### config.mk
export PLATFORM = sky130hd
export DESIGN_NAME = vfr_read_sequencer
export DESIGN_NICKNAME = d
export VERILOG_FILES = /design/src/rtl/vfr_read_sequencer_pkg.sv /design/src/rtl/vfr_read_credit_counter.sv /design/src/rtl/vfr_read_sequencer.sv
export SDC_FILE = /design/constraint.sdc
export NUM_CORES = 1
export LEC_CHECK = 0
export CORE_MARGIN = 4
export CORE_UTILIZATION = 50
export DETAILED_ROUTE_END_ITERATION = 16
export HOLD_SLACK_MARGIN = 0.12
export PLACE_DENSITY_LB_ADDON = 0.12
export SLEW_MARGIN = 10
export SYNTH_ARGS = -nofsm -noshare
export SYNTH_HDL_FRONTEND = slang
export SYNTH_HIERARCHICAL = 1
export SYNTH_SLANG_ARGS = --single-unit
### constraint.sdc
create_clock -name clock -period 4.7 [get_ports clock]
set_input_delay 1.41 -clock clock [delete_from_list [all_inputs] [get_ports clock]]
set_output_delay 1.41 -clock clock [all_outputs]
set_load 0.03 [all_outputs]
### src/rtl/vfr_read_sequencer_pkg.sv
// Shared types and helpers for the frame reader read-path sequencer.
// Holds the FSM state encoding, the Avalon burstcount width and burst clipping.
package vfr_read_sequencer_pkg;

    localparam int unsigned BC_WIDTH = 7;

    typedef enum logic [2:0] {
        IDLE,
        REQ,
        DRAIN,
        FLUSH,
        DONE
    } state_t;

    // Length of the next burst: BURST_LEN, or fewer words at the frame tail.
    function automatic logic [BC_WIDTH-1:0] min_burst(input logic [31:0] words_left,
                                                      input int unsigned burst_len);
        logic [31:0] len;
        len = (words_left < burst_len) ? words_left : burst_len;
        return len[BC_WIDTH-1:0];
    endfunction

endpackage

### src/rtl/vfr_read_credit_counter.sv
// Tracks words requested but not yet consumed from the read FIFO and decides
// whether a burst of next_len words still fits in the FIFO.
module vfr_read_credit_counter
    import vfr_read_sequencer_pkg::*;
#(
    parameter int unsigned MAX_OUTSTANDING = 32
) (
    input  logic                clock,
    input  logic                reset_n,
    input  logic                clr,
    input  logic                accept,
    input  logic [BC_WIDTH-1:0] burstcount,
    input  logic                word_pop,
    input  logic [BC_WIDTH-1:0] next_len,
    output logic                allowed
);

    localparam int unsigned OW = $clog2(MAX_OUTSTANDING) + 1;
    localparam int unsigned SW = OW + BC_WIDTH;

    logic [OW-1:0] outstanding_q;
    logic [OW-1:0] outstanding_d;
    logic [SW-1:0] demand;

    // allowed looks at the post-update count so a burst can follow an
    // acceptance or a pop in the very next cycle.
    always_comb begin
        outstanding_d = outstanding_q;
        if (clr) begin
            outstanding_d = '0;
        end else begin
            if (accept) begin
                outstanding_d = outstanding_d + OW'(burstcount);
            end
            if (word_pop && (outstanding_q != '0)) begin
                outstanding_d = outstanding_d - OW'(1);
            end
        end
        demand  = SW'(outstanding_d) + SW'(next_len);
        allowed = (demand <= SW'(MAX_OUTSTANDING));
    end

    always_ff @(posedge clock or negedge reset_n) begin
        if (!reset_n) begin
            outstanding_q <= '0;
        end else begin
            outstanding_q <= outstanding_d;
        end
    end

endmodule

### src/rtl/vfr_read_sequencer.sv
// Frame-level sequencer for the memory-to-pixel read path: issues credit-limited
// Avalon-MM burst reads, tracks returned words and produced samples, clears the unpacker.
module vfr_read_sequencer
    import vfr_read_sequencer_pkg::*;
#(
    parameter int unsigned ADDR_WIDTH      = 32,
    parameter int unsigned DATA_WIDTH_IN   = 128,
    parameter int unsigned BURST_LEN       = 8,
    parameter int unsigned MAX_OUTSTANDING = 32,
    parameter int unsigned COUNT_WIDTH     = 24
) (
    input  logic                   clock,
    input  logic                   reset_n,
    input  logic                   go,
    input  logic [ADDR_WIDTH-1:0]  base_addr,
    input  logic [COUNT_WIDTH-1:0] frame_words,
    input  logic [COUNT_WIDTH-1:0] frame_samples,
    output logic                   busy,
    output logic                   done,
    output logic [ADDR_WIDTH-1:0]  av_address,
    output logic                   av_read,
    output logic [BC_WIDTH-1:0]    av_burstcount,
    input  logic                   av_waitrequest,
    input  logic                   av_readdatavalid,
    input  logic                   word_pop,
    input  logic                   sample_push,
    output logic                   clear
);

    localparam int unsigned BYTES_PER_WORD = DATA_WIDTH_IN / 8;

    state_t                 state_q, state_d;
    logic                   busy_q, busy_d;
    logic                   done_q, done_d;
    logic                   clear_q, clear_d;
    logic                   av_read_q, av_read_d;
    logic [ADDR_WIDTH-1:0]  av_address_q, av_address_d;
    logic [BC_WIDTH-1:0]    av_burstcount_q, av_burstcount_d;
    logic [ADDR_WIDTH-1:0]  cur_addr_q, cur_addr_d;
    logic [COUNT_WIDTH-1:0] words_left_q, words_left_d;
    logic [COUNT_WIDTH-1:0] frame_words_q, frame_words_d;
    logic [COUNT_WIDTH-1:0] frame_samples_q, frame_samples_d;
    logic [COUNT_WIDTH-1:0] rx_cnt_q, rx_cnt_d;
    logic [COUNT_WIDTH-1:0] samp_cnt_q, samp_cnt_d;
    logic                   drain_ok_q, drain_ok_d;

    logic                   accept;
    logic                   credit_clr;
    logic                   allowed;
    logic [COUNT_WIDTH-1:0] words_left_nx;
    logic [BC_WIDTH-1:0]    next_len;

    assign accept        = (state_q == REQ) && av_read_q && !av_waitrequest;
    assign words_left_nx = accept ? (words_left_q - COUNT_WIDTH'(av_burstcount_q)) : words_left_q;
    assign next_len      = (state_q == IDLE) ? min_burst(32'(frame_words), BURST_LEN)
                                             : min_burst(32'(words_left_nx), BURST_LEN);
    // Credits restart at go and are released at flush: unconsumed words are discarded.
    assign credit_clr    = (state_q == IDLE) || (state_q == FLUSH);

    vfr_read_credit_counter #(
        .MAX_OUTSTANDING(MAX_OUTSTANDING)
    ) u_credit (
        .clock      (clock),
        .reset_n    (reset_n),
        .clr        (credit_clr),
        .accept     (accept),
        .burstcount (av_burstcount_q),
        .word_pop   (word_pop),
        .next_len   (next_len),
        .allowed    (allowed)
    );

    always_comb begin
        state_d         = state_q;
        busy_d          = busy_q;
        done_d          = 1'b0;
        clear_d         = 1'b0;
        av_read_d       = av_read_q;
        av_address_d    = av_address_q;
        av_burstcount_d = av_burstcount_q;
        cur_addr_d      = cur_addr_q;
        words_left_d    = words_left_q;
        frame_words_d   = frame_words_q;
        frame_samples_d = frame_samples_q;
        rx_cnt_d        = rx_cnt_q;
        samp_cnt_d      = samp_cnt_q;

        if ((state_q != IDLE) && av_readdatavalid) begin
            rx_cnt_d = rx_cnt_q + COUNT_WIDTH'(1);
        end
        if ((state_q != IDLE) && sample_push && (samp_cnt_q != frame_samples_q)) begin
            samp_cnt_d = samp_cnt_q + COUNT_WIDTH'(1);
        end

        case (state_q)
            IDLE: begin
                busy_d = 1'b0;
                if (go) begin
                    frame_words_d   = frame_words;
                    frame_samples_d = frame_samples;
                    words_left_d    = frame_words;
                    cur_addr_d      = base_addr;
                    rx_cnt_d        = '0;
                    samp_cnt_d      = '0;
                    av_read_d       = (frame_words != '0);
                    av_address_d    = base_addr;
                    av_burstcount_d = next_len;
                    busy_d          = 1'b1;
                    state_d         = REQ;
                end
            end
            REQ: begin
                if (!(av_read_q && av_waitrequest)) begin
                    words_left_d = words_left_nx;
                    if (accept) begin
                        cur_addr_d = cur_addr_q
                                   + ADDR_WIDTH'(av_burstcount_q) * ADDR_WIDTH'(BYTES_PER_WORD);
                    end
                    av_read_d = (words_left_nx != '0) && allowed;
                    if (av_read_d) begin
                        av_address_d    = cur_addr_d;
                        av_burstcount_d = next_len;
                    end
                    if (words_left_nx == '0) begin
                        state_d = DRAIN;
                    end
                end
            end
            DRAIN: begin
                if (drain_ok_q) begin
                    clear_d = 1'b1;
                    state_d = FLUSH;
                end
            end
            FLUSH: begin
                done_d  = 1'b1;
                busy_d  = 1'b0;
                state_d = DONE;
            end
            DONE: begin
                state_d = IDLE;
            end
            default: begin
                state_d = IDLE;
            end
        endcase

        // Compared on next-state counts so the decision is ready one cycle after the last event.
        drain_ok_d = (state_q != IDLE)
                  && (rx_cnt_d == frame_words_q)
                  && (samp_cnt_d == frame_samples_q);
    end

    always_ff @(posedge clock or negedge reset_n) begin
        if (!reset_n) begin
            state_q         <= IDLE;
            busy_q          <= 1'b0;
            done_q          <= 1'b0;
            clear_q         <= 1'b0;
            av_read_q       <= 1'b0;
            av_address_q    <= '0;
            av_burstcount_q <= '0;
            cur_addr_q      <= '0;
            words_left_q    <= '0;
            frame_words_q   <= '0;
            frame_samples_q <= '0;
            rx_cnt_q        <= '0;
            samp_cnt_q      <= '0;
            drain_ok_q      <= 1'b0;
        end else begin
            state_q         <= state_d;
            busy_q          <= busy_d;
            done_q          <= done_d;
            clear_q         <= clear_d;
            av_read_q       <= av_read_d;
            av_address_q    <= av_address_d;
            av_burstcount_q <= av_burstcount_d;
            cur_addr_q      <= cur_addr_d;
            words_left_q    <= words_left_d;
            frame_words_q   <= frame_words_d;
            frame_samples_q <= frame_samples_d;
            rx_cnt_q        <= rx_cnt_d;
            samp_cnt_q      <= samp_cnt_d;
            drain_ok_q      <= drain_ok_d;
        end
    end

    assign busy          = busy_q;
    assign done          = done_q;
    assign clear         = clear_q;
    assign av_read       = av_read_q;
    assign av_address    = av_address_q;
    assign av_burstcount = av_burstcount_q;

endmodule

==> impl_metrics.env <==
export IMPL_register_area_sq_um=5130
export IMPL_fin_nets=1806
export IMPL_max_cap_violations=0
export IMPL_grt_pass1_vias=11550
export IMPL_worst_pin_slew_ns=0.9038
export IMPL_dieArea_sq_um=27530
export IMPL_power_leakage_nw=7.286
export IMPL_clk_path_buf_depth=3
export IMPL_ant_nets=0
export IMPL_worstSetupEndpointType="register"
export IMPL_violations="negative setup slack"
export IMPL_slew_headroom=0.3923
export IMPL_portBuffers=129
export IMPL_core_area_sq_um=24460
export IMPL_n_antenna_cell=0
export IMPL_multi_input_area_sq_um=7143
export IMPL_cp_top_family="simple AND/OR/NAND/NOR gates"
export IMPL_synth_edf_count=0
export IMPL_cts_buffers=24
export IMPL_wl_per_cell_um=17.68
export IMPL_total_power_mw=10.45
export IMPL_dr_first_iter_drc_count=774
export IMPL_yosys_most_used_dff="dfrtp_1"
export IMPL_async_reset_ff_frac=1.000
export IMPL_antenna_found_initial=2
export IMPL_max_freq_mhz=195.9
export IMPL_routed_via_count=11420
export IMPL_io_pin_count=130
export IMPL_grt_remaining_overflow=0
export IMPL_syn_cell_area_sq_um=12470
export IMPL_cts_tree="yes"
export IMPL_start_util=0.5098
export IMPL_firstDrtPassIters=6
export IMPL_power_density_nw_per_um2=645.0
export IMPL_place_ws_ns=-1.627
export IMPL_seq_area_frac_synth=0.4114
export IMPL_peakVddDrop_uv=466.8
export IMPL_drive_gt1_frac=0.1607
export IMPL_syn_to_final_growth_pct=29.97
export IMPL_root_buffer="clkbuf_16"
export IMPL_place_congestion=0.9164
export IMPL_crit_buf_inv=4
export IMPL_die_height_um=165.9
export IMPL_hold_class="reg2reg"
export IMPL_postSynthAreaPerCell_sq_um=8.536
export IMPL_start_kind="input port"
export IMPL_post_synth_top_count_cell="nand2_1"
export IMPL_grt_use_total=0.2549
export IMPL_fin_crit_ns=5.105
export IMPL_drc_errors=0
export IMPL_grt_setup_unrepaired="yes"
export IMPL_dp_hpwl_um=25090
export IMPL_clk_pin_slew_ns=0.06
export IMPL_grt_max_degree=101
export IMPL_h_tree_depth=1
export IMPL_synth_top_area_frac=0.4114
export IMPL_grt_pass1_wl_um=59390
export IMPL_crit_fanout=8
export IMPL_max_stage_delay_ns=0.48
export IMPL_synth_area_leaders="dfrtp_1, nand2_1, xor2_1"
export IMPL_clock_skew_final_ns=0.01793
export IMPL_hold_buffers=0
export IMPL_synth_top_cell_by_area="dfrtp_1"
export IMPL_status="finished, violations left"
export IMPL_synth_cell_types=92
export IMPL_drv_slew=0
export IMPL_crit_chain="buf_6 > nand3b_4 > or4_4 > nor4b_4 > xor2_1 > a21oi_2 > and3_4 > nand3_4 > o21ai_4 > ha_2 > inv_2 > fa_2 > nor2b_1 > o21a_1 > o211ai_1 > mux2i_1 > a211oi_2 > nand2_1 > nor2_2 > buf_4 > a21oi_4 > buf_12 > mux2_4"
export IMPL_yosysWarnings=6
export IMPL_fin_ws_ns=-0.4047
export IMPL_critPathArrivalTime_ns=5.50
export IMPL_ys_ff_latch=205
export IMPL_slowest_stage="or4_4"
export IMPL_clock_latency_ns=0.52
export IMPL_netlist_top_cells_count="nand2_1, dfrtp_1, nor2_1"
export IMPL_routed_via_density=5.626
export IMPL_critical_path_class="in2reg"
export IMPL_synthCells=1461
export IMPL_hold_viol_final=0
export IMPL_nFillCells=2029
export IMPL_worstPathRequired_ns=5.09
export IMPL_die_w_um=165.9
export IMPL_wirelength_um=35870
export IMPL_setup_viol=39
export IMPL_rows=57
export IMPL_period_share=1.086
export IMPL_clkSinkCount=205
worst reg2reg max path, delay by kind of cell, from the launching register on:
kind                       cells  cell delay, ns
xor gates and xnor gates       1            0.16
muxes                          2            0.52
and+or+nand+nor                7            0.89
AOI/OAI and AO/OA              8            1.39
buffers and inverters          3            0.39
adders and majority gates      4            1.16
DFF                            1            0.40
cell type report:
type                            instances  share of cell area
Clock buffer                           30             0.04037
Clock inverter                         14             0.01166
Inverter                               44             0.01027
Multi-Input combinational cell       1144              0.4407
Sequential cell                       205              0.3165
Tap cell                              324             0.02501
Timing Repair Buffer                  268              0.1555
layer usage:
metal / global-route usage / vias to the layer above / part of all wire
met5: 0 / - / 0.00039
met4: 0.06851 / 4 / 0.028
met3: 0.03761 / 68 / 0.046
met2: 0.4345 / 294 / 0.48
met1: 0.3422 / 5490 / 0.44
li1: - / 5559 / -
kinds of logic after synthesis:
group                    synth area share
multiplexers                      0.02358
XOR/XNOR                          0.08709
AND/OR/NAND/NOR                    0.2427
AO/OA/AOI/OAI                      0.1623
adder cells (fa/ha/maj)           0.03451
other                           0.0003007
flip-flops                         0.4114
buffers and inverters             0.03812
state kept, by name, indices dropped and copies added, names as in the netlist, 3 cells and up:
| signal | flops |
|---|---|
| u_credit/outstanding_q | 6 |
| cur_addr_q | 32 |
| samp_cnt_q | 24 |
| state_q | 3 |
| frame_samples_q | 24 |
| rx_cnt_q | 24 |
| words_left_q | 24 |
| av_burstcount | 7 |
| av_address | 32 |
| frame_words_q | 24 |
path summary, 6_finish.rpt:
check / startpoint / end / depth (start not counted) / slack [ns]
max: av_waitrequest / av_burstcount[0] / 23 / -0.40
min: cur_addr_q[2] / cur_addr_q[2] / 2 / 0.48
max reg2reg: av_burstcount[0] / av_burstcount[0] / 25 / -0.31
min reg2reg: cur_addr_q[2] / cur_addr_q[2] / 2 / 0.48
max in group asynchronous: reset_n / frame_samples_q[16] / 2 / 2.76
min in group asynchronous: reset_n / u_credit/outstanding_q[3] / 1 / 0.98
cells in the final DEF, fill, tap and decap left out, types with 8 or more instances in the layout:
| cell | count |
|---|---|
| and3_1 | 14 |
| or3_1 | 15 |
| clkbuf_16 | 25 |
| o21ai_2 | 9 |
| buf_4 | 121 |
| dlymetal6s2s_1 | 9 |
| a31oi_1 | 9 |
| o211ai_1 | 10 |
| nand4_1 | 18 |
| xnor2_1 | 54 |
| nor3_1 | 32 |
| ha_1 | 27 |
| o22ai_1 | 9 |
| o21ai_0 | 79 |
| a21o_1 | 8 |
| mux2i_1 | 16 |
| dfrtp_1 | 205 |
| a21oi_1 | 76 |
| nor2b_1 | 12 |
| clkdlybuf4s50_1 | 118 |
| nor2_1 | 124 |
| nand2_1 | 288 |
| xor2_1 | 69 |
| inv_1 | 41 |
| nor4_1 | 16 |
| and2_1 | 8 |
| nand2_2 | 12 |
| buf_12 | 9 |
| nand3_1 | 27 |
| o22a_1 | 12 |
| and4_1 | 9 |
| o21ai_1 | 20 |
power breakdown:
group          internal (mW)  switching, mW
registers               2.42          0.616
clock network           1.21          0.785
logic                   2.37           3.05
total                   6.00           4.45
timing repair:
action / 4_1_cts / 5_1_grt
gates cloned: 5 / 0
pin swaps: 26 / 19
resized for setup: 50 / 40
endpoints found under the setup margin: 40 / 40
buffers inserted: 8 / 4
metrics by stage:
step / util / std cells / area, sq um / hold WS [ns] / TNS, ns
6_report: 0.6626 / 2029 / 16210 / 0.4813 / -13.70
3_3_place_gp: 0.6107 / 1973 / 14940 / 0.4561 / -56.06
5_1_grt: 0.6626 / 2029 / 16210 / 0.5103 / -19.60
2_1_floorplan: - / 1464 / 12530 / 0.4454 / -18.37
4_1_cts: 0.6598 / 2030 / 16140 / 0.4820 / -23.33
3_5_place_dp: 0.6107 / 1973 / 14940 / 0.4673 / -61.44
Power figures use the tool's default switching activity.
